===== src/rtl/pipe_hazard_ctrl_if.sv =====
`default_nettype none
// ============================================================================
// Module  : pipe_hazard_ctrl_if
// Brief   : Pipeline status inputs and latch-control outputs of the hazard
//           controller. stall_cycles exists only when PIPE_PERF_EN is defined.
// Rev     : 1.0  initial release
// ============================================================================
interface pipe_hazard_ctrl_if;
    logic        ihit;
    logic        dhit;
    logic        mem_req;
    logic        br_taken;
    logic        idex_memRead;
    logic [4:0]  idex_rd;
    logic [4:0]  ifid_rs1;
    logic [4:0]  ifid_rs2;
    logic        halt_wb;

    logic        pc_en;
    logic        ifid_en;
    logic        ifid_flush;
    logic        idex_en;
    logic        idex_flush;
    logic        exmem_en;
    logic        exmem_flush;
    logic        memwb_en;
    logic        memwb_flush;
    logic        halted;
`ifdef PIPE_PERF_EN
    logic [31:0] stall_cycles;
`endif

    // master: the pipeline datapath; slave: the hazard controller
    modport master (
        output ihit, dhit, mem_req, br_taken, idex_memRead, idex_rd,
               ifid_rs1, ifid_rs2, halt_wb,
        input  pc_en, ifid_en, ifid_flush, idex_en, idex_flush,
               exmem_en, exmem_flush, memwb_en, memwb_flush, halted
`ifdef PIPE_PERF_EN
        , input stall_cycles
`endif
    );

    modport slave (
        input  ihit, dhit, mem_req, br_taken, idex_memRead, idex_rd,
               ifid_rs1, ifid_rs2, halt_wb,
        output pc_en, ifid_en, ifid_flush, idex_en, idex_flush,
               exmem_en, exmem_flush, memwb_en, memwb_flush, halted
`ifdef PIPE_PERF_EN
        , output stall_cycles
`endif
    );
endinterface
`default_nettype wire


===== src/rtl/pipe_hazard_ctrl.sv =====
`default_nettype none
// ============================================================================
// Module  : pipe_hazard_ctrl
// Brief   : Five-stage pipeline hazard/stall controller (RUN/DWAIT/HALTED).
//           Optional stall counter enabled by macro PIPE_PERF_EN.
// Rev     : 1.0  initial release
// ============================================================================
module pipe_hazard_ctrl (
    input  wire logic          CLK,
    input  wire logic          RST,
    pipe_hazard_ctrl_if.slave  hz
);

    typedef enum logic [1:0] {
        RUN    = 2'd0,
        DWAIT  = 2'd1,
        HALTED = 2'd2
    } state_t;

    state_t r_state;
    state_t w_state_nxt;
    logic   r_halted;

    logic   w_pc_en;
    logic   w_ifid_en,  w_ifid_flush;
    logic   w_idex_en,  w_idex_flush;
    logic   w_exmem_en, w_exmem_flush;
    logic   w_memwb_en, w_memwb_flush;

    logic   w_load_use;
    logic   w_dmiss;

    // x0 is hard-wired zero, so a load targeting it never creates a hazard
    assign w_load_use = hz.idex_memRead && (hz.idex_rd != 5'd0) &&
                        ((hz.idex_rd == hz.ifid_rs1) || (hz.idex_rd == hz.ifid_rs2));
    assign w_dmiss    = hz.mem_req && !hz.dhit;

    always_comb begin
        w_state_nxt   = r_state;
        w_pc_en       = 1'b0;
        w_ifid_en     = 1'b0;
        w_ifid_flush  = 1'b0;
        w_idex_en     = 1'b0;
        w_idex_flush  = 1'b0;
        w_exmem_en    = 1'b0;
        w_exmem_flush = 1'b0;
        w_memwb_en    = 1'b0;
        w_memwb_flush = 1'b0;

        if (RST) begin
            w_state_nxt   = RUN;
            w_ifid_flush  = 1'b1;
            w_idex_flush  = 1'b1;
            w_exmem_flush = 1'b1;
            w_memwb_flush = 1'b1;
        end else begin
            case (r_state)
                RUN: begin
                    if (hz.halt_wb) begin
                        w_state_nxt = HALTED;
                    end else if (w_dmiss) begin
                        w_memwb_flush = 1'b1;
                        w_state_nxt   = DWAIT;
                    end else if (hz.br_taken) begin
                        // wrong-path IF and ID instructions are squashed
                        w_pc_en      = 1'b1;
                        w_ifid_flush = 1'b1;
                        w_idex_flush = 1'b1;
                        w_exmem_en   = 1'b1;
                        w_memwb_en   = 1'b1;
                    end else if (w_load_use) begin
                        w_idex_flush = 1'b1;
                        w_exmem_en   = 1'b1;
                        w_memwb_en   = 1'b1;
                    end else if (!hz.ihit) begin
                        w_ifid_flush = 1'b1;
                        w_idex_en    = 1'b1;
                        w_exmem_en   = 1'b1;
                        w_memwb_en   = 1'b1;
                    end else begin
                        w_pc_en    = 1'b1;
                        w_ifid_en  = 1'b1;
                        w_idex_en  = 1'b1;
                        w_exmem_en = 1'b1;
                        w_memwb_en = 1'b1;
                    end
                end
                DWAIT: begin
                    // br_taken is ignored here: EX is frozen and re-presents it
                    if (hz.halt_wb) begin
                        w_state_nxt = HALTED;
                    end else if (!hz.dhit) begin
                        w_memwb_flush = 1'b1;
                    end else begin
                        w_pc_en     = 1'b1;
                        w_ifid_en   = 1'b1;
                        w_idex_en   = 1'b1;
                        w_exmem_en  = 1'b1;
                        w_memwb_en  = 1'b1;
                        w_state_nxt = RUN;
                    end
                end
                HALTED: begin
                    w_state_nxt = HALTED;
                end
                default: begin
                    w_state_nxt = RUN;
                end
            endcase
        end
    end

    always_ff @(posedge CLK) begin
        if (RST) begin
            r_state  <= RUN;
            r_halted <= 1'b0;
        end else begin
            r_state  <= w_state_nxt;
            r_halted <= (w_state_nxt == HALTED);
        end
    end

`ifdef PIPE_PERF_EN
    logic [31:0] r_stall_cnt;

    // saturating count of cycles in which the PC did not advance
    always_ff @(posedge CLK) begin
        if (RST) begin
            r_stall_cnt <= 32'd0;
        end else if ((r_state != HALTED) && !w_pc_en && (r_stall_cnt != 32'hFFFF_FFFF)) begin
            r_stall_cnt <= r_stall_cnt + 32'd1;
        end
    end

    assign hz.stall_cycles = r_stall_cnt;
`endif

    assign hz.pc_en       = w_pc_en;
    assign hz.ifid_en     = w_ifid_en;
    assign hz.ifid_flush  = w_ifid_flush;
    assign hz.idex_en     = w_idex_en;
    assign hz.idex_flush  = w_idex_flush;
    assign hz.exmem_en    = w_exmem_en;
    assign hz.exmem_flush = w_exmem_flush;
    assign hz.memwb_en    = w_memwb_en;
    assign hz.memwb_flush = w_memwb_flush;
    assign hz.halted      = r_halted;

    a_ifid_excl:  assert property (@(posedge CLK) !(w_ifid_en  && w_ifid_flush));
    a_idex_excl:  assert property (@(posedge CLK) !(w_idex_en  && w_idex_flush));
    a_exmem_excl: assert property (@(posedge CLK) !(w_exmem_en && w_exmem_flush));
    a_memwb_excl: assert property (@(posedge CLK) !(w_memwb_en && w_memwb_flush));

endmodule
`default_nettype wire


===== src/flat_wrapper.sv =====
// flat-port wrapper written by rule: the top's interface ports become plain ports
module pipe_hazard_ctrl_flat 
  (CLK, RST, hz_ihit, hz_dhit, hz_mem_req, hz_br_taken, hz_idex_memRead, hz_idex_rd, hz_ifid_rs1, hz_ifid_rs2, hz_halt_wb, hz_pc_en, hz_ifid_en, hz_ifid_flush, hz_idex_en, hz_idex_flush, hz_exmem_en, hz_exmem_flush, hz_memwb_en, hz_memwb_flush, hz_halted);
  pipe_hazard_ctrl_if hz_i ();
  input  wire logic CLK;
  input  wire logic RST;
  input wire logic [$bits(hz_i.ihit)-1:0] hz_ihit;
  input wire logic [$bits(hz_i.dhit)-1:0] hz_dhit;
  input wire logic [$bits(hz_i.mem_req)-1:0] hz_mem_req;
  input wire logic [$bits(hz_i.br_taken)-1:0] hz_br_taken;
  input wire logic [$bits(hz_i.idex_memRead)-1:0] hz_idex_memRead;
  input wire logic [$bits(hz_i.idex_rd)-1:0] hz_idex_rd;
  input wire logic [$bits(hz_i.ifid_rs1)-1:0] hz_ifid_rs1;
  input wire logic [$bits(hz_i.ifid_rs2)-1:0] hz_ifid_rs2;
  input wire logic [$bits(hz_i.halt_wb)-1:0] hz_halt_wb;
  output wire logic [$bits(hz_i.pc_en)-1:0] hz_pc_en;
  output wire logic [$bits(hz_i.ifid_en)-1:0] hz_ifid_en;
  output wire logic [$bits(hz_i.ifid_flush)-1:0] hz_ifid_flush;
  output wire logic [$bits(hz_i.idex_en)-1:0] hz_idex_en;
  output wire logic [$bits(hz_i.idex_flush)-1:0] hz_idex_flush;
  output wire logic [$bits(hz_i.exmem_en)-1:0] hz_exmem_en;
  output wire logic [$bits(hz_i.exmem_flush)-1:0] hz_exmem_flush;
  output wire logic [$bits(hz_i.memwb_en)-1:0] hz_memwb_en;
  output wire logic [$bits(hz_i.memwb_flush)-1:0] hz_memwb_flush;
  output wire logic [$bits(hz_i.halted)-1:0] hz_halted;
  assign hz_i.ihit = hz_ihit;
  assign hz_i.dhit = hz_dhit;
  assign hz_i.mem_req = hz_mem_req;
  assign hz_i.br_taken = hz_br_taken;
  assign hz_i.idex_memRead = hz_idex_memRead;
  assign hz_i.idex_rd = hz_idex_rd;
  assign hz_i.ifid_rs1 = hz_ifid_rs1;
  assign hz_i.ifid_rs2 = hz_ifid_rs2;
  assign hz_i.halt_wb = hz_halt_wb;
  assign hz_pc_en = hz_i.pc_en;
  assign hz_ifid_en = hz_i.ifid_en;
  assign hz_ifid_flush = hz_i.ifid_flush;
  assign hz_idex_en = hz_i.idex_en;
  assign hz_idex_flush = hz_i.idex_flush;
  assign hz_exmem_en = hz_i.exmem_en;
  assign hz_exmem_flush = hz_i.exmem_flush;
  assign hz_memwb_en = hz_i.memwb_en;
  assign hz_memwb_flush = hz_i.memwb_flush;
  assign hz_halted = hz_i.halted;
  pipe_hazard_ctrl u_core (.CLK(CLK), .RST(RST), .hz(hz_i));
endmodule

===== config.mk =====
export PLATFORM = sky130hd
export DESIGN_NAME = pipe_hazard_ctrl_flat
export DESIGN_NICKNAME = d
export VERILOG_FILES = /design/src/rtl/pipe_hazard_ctrl_if.sv /design/src/rtl/pipe_hazard_ctrl.sv /design/src/flat_wrapper.sv
export SDC_FILE = /design/constraint.sdc
export NUM_CORES = 1
export LEC_CHECK = 0
export BUFFER_PORTS_ARGS = -buffer_cell sky130_fd_sc_hd__clkbuf_2
export CELL_PAD_IN_SITES_DETAIL_PLACEMENT = 0
export CELL_PAD_IN_SITES_GLOBAL_PLACEMENT = 2
export CORE_ASPECT_RATIO = 1.2
export CORE_MARGIN = 2
export CORE_UTILIZATION = 18
export CTS_BUF_LIST = sky130_fd_sc_hd__clkbuf_16
export DETAILED_ROUTE_END_ITERATION = 12
export GPL_TIMING_DRIVEN = 0
export PLACE_DENSITY = 0.84
export SYNTH_ARGS = -nofsm -noshare
export SYNTH_HDL_FRONTEND = slang
export SYNTH_SLANG_ARGS = --single-unit

===== constraint.sdc =====
create_clock -name CLK -period 3.4 [get_ports CLK]
set_input_delay 0.51 -clock CLK [delete_from_list [all_inputs] [get_ports CLK]]
set_output_delay 0.51 -clock CLK [all_outputs]
set_load 0.005 [all_outputs]

# --- Word level (Yosys, flattened, before mapping) ---
# Cells that the tools add are included.
word_totals:
  regBits: 3
  wordCells: 64
  out_inout_bits: 10
op_classes:
  n_eq_ne: 5
  n_reduce_logical: 7
  n_mux: 50
ops:
  columns: ["cell", "count"]
  rows:
  - ["2-to-1 mux 1 bit", 39]
  - ["equality test 5 bit", 2]
  - ["2-to-1 mux 2 bit", 5]
  - ["case mux 1 bit (2 select lines)", 5]
  - ["case mux 2 bit (3 select lines)", 1]
  - ["nonzero test 5 bit", 1]
  - ["equality test 2 bit, second input constant", 2]
  - ["logical AND 1 bit", 3]
  - ["equality test 2 x 1 -> 1 bit, second input constant", 1]
  - ["logical NOT 2 bit", 1]
  - ["logical NOT 1 bit", 1]
  - ["logical OR 1 bit", 1]

# --- Depth between registers and ports, before layout ---
depth:
  depth_word: 9
  ltp_mapped: 5

# --- Worst setup path after synthesis ---
# No wires, ideal clock.
synth_path:
  path_kind: "input to output"
  startpoint: "input hz_idex_rd[1]"
  endpoint: "output hz_ifid_flush"
  path_buffers: 0
  path_stages: 4
  required_time_ns: 2.890
  setup_slack_ns: 1.359
  arrival_time_ns: 1.531
  path_cell_list: "or4_1 o21a_1 and2_4 o31ai_4"
synth_between:
  elab_chain_len: 9
  elab_cells_between_ends: 12
  cone_classes: "eq/ne (2); mux (6); reduce/logical (4)"
synth_rtl:
  columns: ["item", "line", "source"]
  rows:
  - ["start, declared", "flat_wrapper.sv:12", "input wire logic [$bits(hz_i.idex_rd)-1:0] hz_idex_rd;"]
  - ["equality test 5 bit or nonzero test 5 bit (tied branches)", "pipe_hazard_ctrl.sv:35, pipe_hazard_ctrl.sv:34", null]
  - ["logical OR 1 bit or logical AND 1 bit (tied branches)", "pipe_hazard_ctrl.sv:35, pipe_hazard_ctrl.sv:34", null]
  - ["logical AND 1 bit (*)", "pipe_hazard_ctrl.sv:34", "assign w_load_use = hz.idex_memRead && (hz.idex_rd != 5'd0) &&"]
  - ["2-to-1 mux 1 bit (*)", "pipe_hazard_ctrl.sv:71", "end else if (w_load_use) begin"]
  - ["2-to-1 mux 1 bit (*)", "pipe_hazard_ctrl.sv:64", "end else if (hz.br_taken) begin"]
  - ["2-to-1 mux 1 bit (*)", "pipe_hazard_ctrl.sv:61", "end else if (w_dmiss) begin"]
  - ["2-to-1 mux 1 bit (*)", "pipe_hazard_ctrl.sv:59", "if (hz.halt_wb) begin"]
  - ["2-to-1 mux 1 bit (*)", "pipe_hazard_ctrl.sv:57", "case (r_state)"]
  - ["2-to-1 mux 1 bit (*)", "pipe_hazard_ctrl.sv:50", "if (RST) begin"]
  - ["end, declared", "flat_wrapper.sv:18", "output wire logic [$bits(hz_i.ifid_flush)-1:0] hz_ifid_flush;"]
# Every way passes the cells marked *; elsewhere a longest branch is shown, timed or not.

# --- Final worst setup path ---
# Same ends and word-level chain as after synthesis.

==> results.tsv <==
metric	value	unit
status	completed	
required time worst endpoint	2.89	ns
total congestion overflow	0	
delay-heaviest family, CP	simple AND/OR/NAND/NOR gates	
pre-CTS setup slack	1.075	ns
Final Max Slew Viols	0	
post-synthesis mux area share	2.581	%
final worst slack	1.085	ns
Hold WS	0.5755	ns
core area	2049	um2
DRC	0	
Hold Crit Class	in2reg	
syn avg cell area	7.605	um2
post_cts resized	0	
r2r endpoint	u_core.r_state[0]	
clk slew on worst S/H paths	0.03	ns
CTS Hold Bufs	0	
via count	490	
post-route ant nets	0	
fraction of layout cells with a size suffix above 1	48.28	%
R2R Path Start	u_core.r_state[1]	
VDD IR-drop max	0.3515	mV
total track usage	9.018	%
full die area	2544	um2
Initial Util	18.93	%
post-synthesis sequential area ratio	15.48	%
post-CTS setup buffers	0	
first-pass GRT wire length	1587	um
Post-DP HPWL	926.6	um
main area contributors after synthesis	xnor2_1 23%, dfxtp_1 15%, nor2_1 5.8%	
Detailed Route Iter0 Violations	1	
Die Ht	54.85	um
Nets	111	
clk sinks	3	
endpoints failing setup	0	
cell area power density	426.9	nW/um2
DRT Wirelength	1120	um
setup tns final	0	ns
Post-Synth XOR/XNOR Area	22.58	%
max cap viols	0	
critical path, cell by cell	clkbuf_2, or4_1, o21a_1, and2_4, o31ai_4, clkbuf_2	
Worst-Margin Slew	0.4540	ns
crit path DAT	1.81	ns
main combinational cell family by area after synthesis	simple AND/OR/NAND/NOR gates	
syn nets	74	
via-per-instance ratio	4.188	
Levels on crit path	6	
Clk Latency, worst-skew pair	0.22	ns
flop-to-flop setup slack	2.51	ns
kind of critical path	in2out	
pin count of the biggest net entering global routing	9	
clk_skew	0.0009005	ns
Die X	46.38	um
Worst path slowest cell	or4_1	
Util after Layout	32.42	%
most frequent CP cell	clkbuf_2	
Peak Freq	431.9	MHz
vias in the first global route	455	
fill count	225	
Synth Area in Simple Gates	34.19	%
synth warn	0	
Hold Path Origin	RST	
Root Buffer	clkbuf_16	
Slew headroom	69.48	%
Area growth, synth to finish	71.29	%
port bufs	32	
Top Ports	33	
routability cong.	0.7782	
antenna cells	0	
Worst Setup End Kind	output port	
hold depth	2	
Final period util	68.10	%
Startpoint Class	input pin	
Crit path largest cell delay	0.52	ns
clock tree buffer depth	2	
Detailed Routing Iterations Pass 1	2	
Synth Area in Compound Gates	19.35	%
adder-cell share of the synthesized area	0	%
CTS tree	built	
flop and latch count out of synthesis	3	
CP Buf/Inv Count	2	
Leak Pwr	0.3088	nW
Site Rows	18	
initial antenna violation count	0	
top cell type's share of synthesized area	22.58	%
TritonCTS Buffers	3	
Cells after Synth	51	
most common cell after layout, fill and taps aside	clkbuf_2	
RSZ-0062 raised after global routing	false	
WHS Endpoint	u_core.hz.halted	
routed len/inst	9.573	um
Tmin final	2.315	ns
Netlist cell types	24	
final hold violation count	0	
htree depth	1	
Cell Area, Synth	387.9	um2
reg2reg path depth	2	
CP max FO	3	
commonest non-fill, non-tap cells in the layout	32 x clkbuf_2, 10 x xnor2_1, 6 x nor2_1, 4 x nand3_1, 4 x nand2_1	
cell taking the most area after synthesis	xnor2_1	
[worst reg2reg max path: cells and delay by family (launching register included)]
family	cells	cell delay, ns
flip-flops	1	0.36
AND/OR/NAND/NOR	2	0.47
[worst max-delay path by stage]
stage / to / slack (ns) / start
after floorplan: hz_ifid_flush / 1.36 / hz_idex_rd[1]
after global placement: hz_ifid_flush / 1.07 / hz_idex_rd[1]
after detailed placement: hz_ifid_flush / 1.07 / hz_idex_rd[1]
after CTS: hz_ifid_flush / 1.07 / hz_idex_rd[1]
after global routing: hz_idex_en / 1.00 / hz_idex_rd[1]
final: hz_ifid_flush / 1.08 / hz_idex_rd[1]
[flip-flops by register name, summed over array words and instances, names as in the netlist]
| signal | count |
|---|---|
| u_core.hz.halted | 1 |
| u_core.r_state | 2 |
[per-stage QoR]
| stage | cells | cell area [um2] | total power [mW] |
|---|---|---|---|
| floorplan | 51 | 387.9 | 0.07099 |
| global placement | 113 | 585.6 | 0.09951 |
| detailed placement | 113 | 585.6 | 0.09997 |
| CTS | 117 | 664.4 | 0.2883 |
| global route | 117 | 664.4 | 0.2972 |
| finish | 117 | 664.4 | 0.2836 |
[logic make-up after synthesis]
| family | count (synthesis) |
|---|---|
| simple gates | 24 |
| xor+xnor | 10 |
| compound gates | 9 |
| buf+inv | 4 |
| flops | 3 |
| mux | 1 |
[power by group]
group / internal (mW) / switching (mW) / leakage (nW) / total, mW
sequential: 0.0376 / 0.00227 / 0.0249 / 0.0398
combinational: 0.0319 / 0.0272 / 0.242 / 0.0591
clock: 0.152 / 0.0329 / 0.0423 / 0.185
[final cells by class]
type                       count  area [um2]  area share, %
buffer                         2       15.01          2.260
tap                           30       37.54          5.650
clock inverter                 1       3.754         0.5650
sequential                     3       60.06          9.040
inverter                       2       7.507          1.130
timing repair buffer          32       160.2          24.11
multi-input combinational     44       305.3          45.95
clock buffer                   3       75.07          11.30
[per-layer routing]
| metal | global-route usage [%] | part of all wire [%] | wire (um) |
|---|---|---|---|
| met3 | 0.9901 | 9.3 | 104 |
| met1 | 8.203 | 42 | 469 |
| met2 | 16.44 | 46 | 514 |
| met5 | 0 | 0 | 0 |
| met4 | 9.048 | 2.8 | 31 |
[synth_stat cells]
cell type / count
nand3_1: 4
buf_4: 2
nor4_2: 1
nand4b_1: 1
nand2_1: 4
nor3_1: 1
inv_1: 2
dfxtp_1: 3
or2_2: 1
and2_4: 1
o21ai_1: 1
a21oi_1: 2
o22ai_1: 1
mux2i_1: 1
nor2b_1: 1
o21ai_0: 1
o21a_1: 2
and2_1: 1
o31ai_4: 1
or4_1: 2
o211ai_2: 1
nor2_1: 6
xnor2_1: 10
nor4_1: 1
Power figures use the tool's default switching activity.
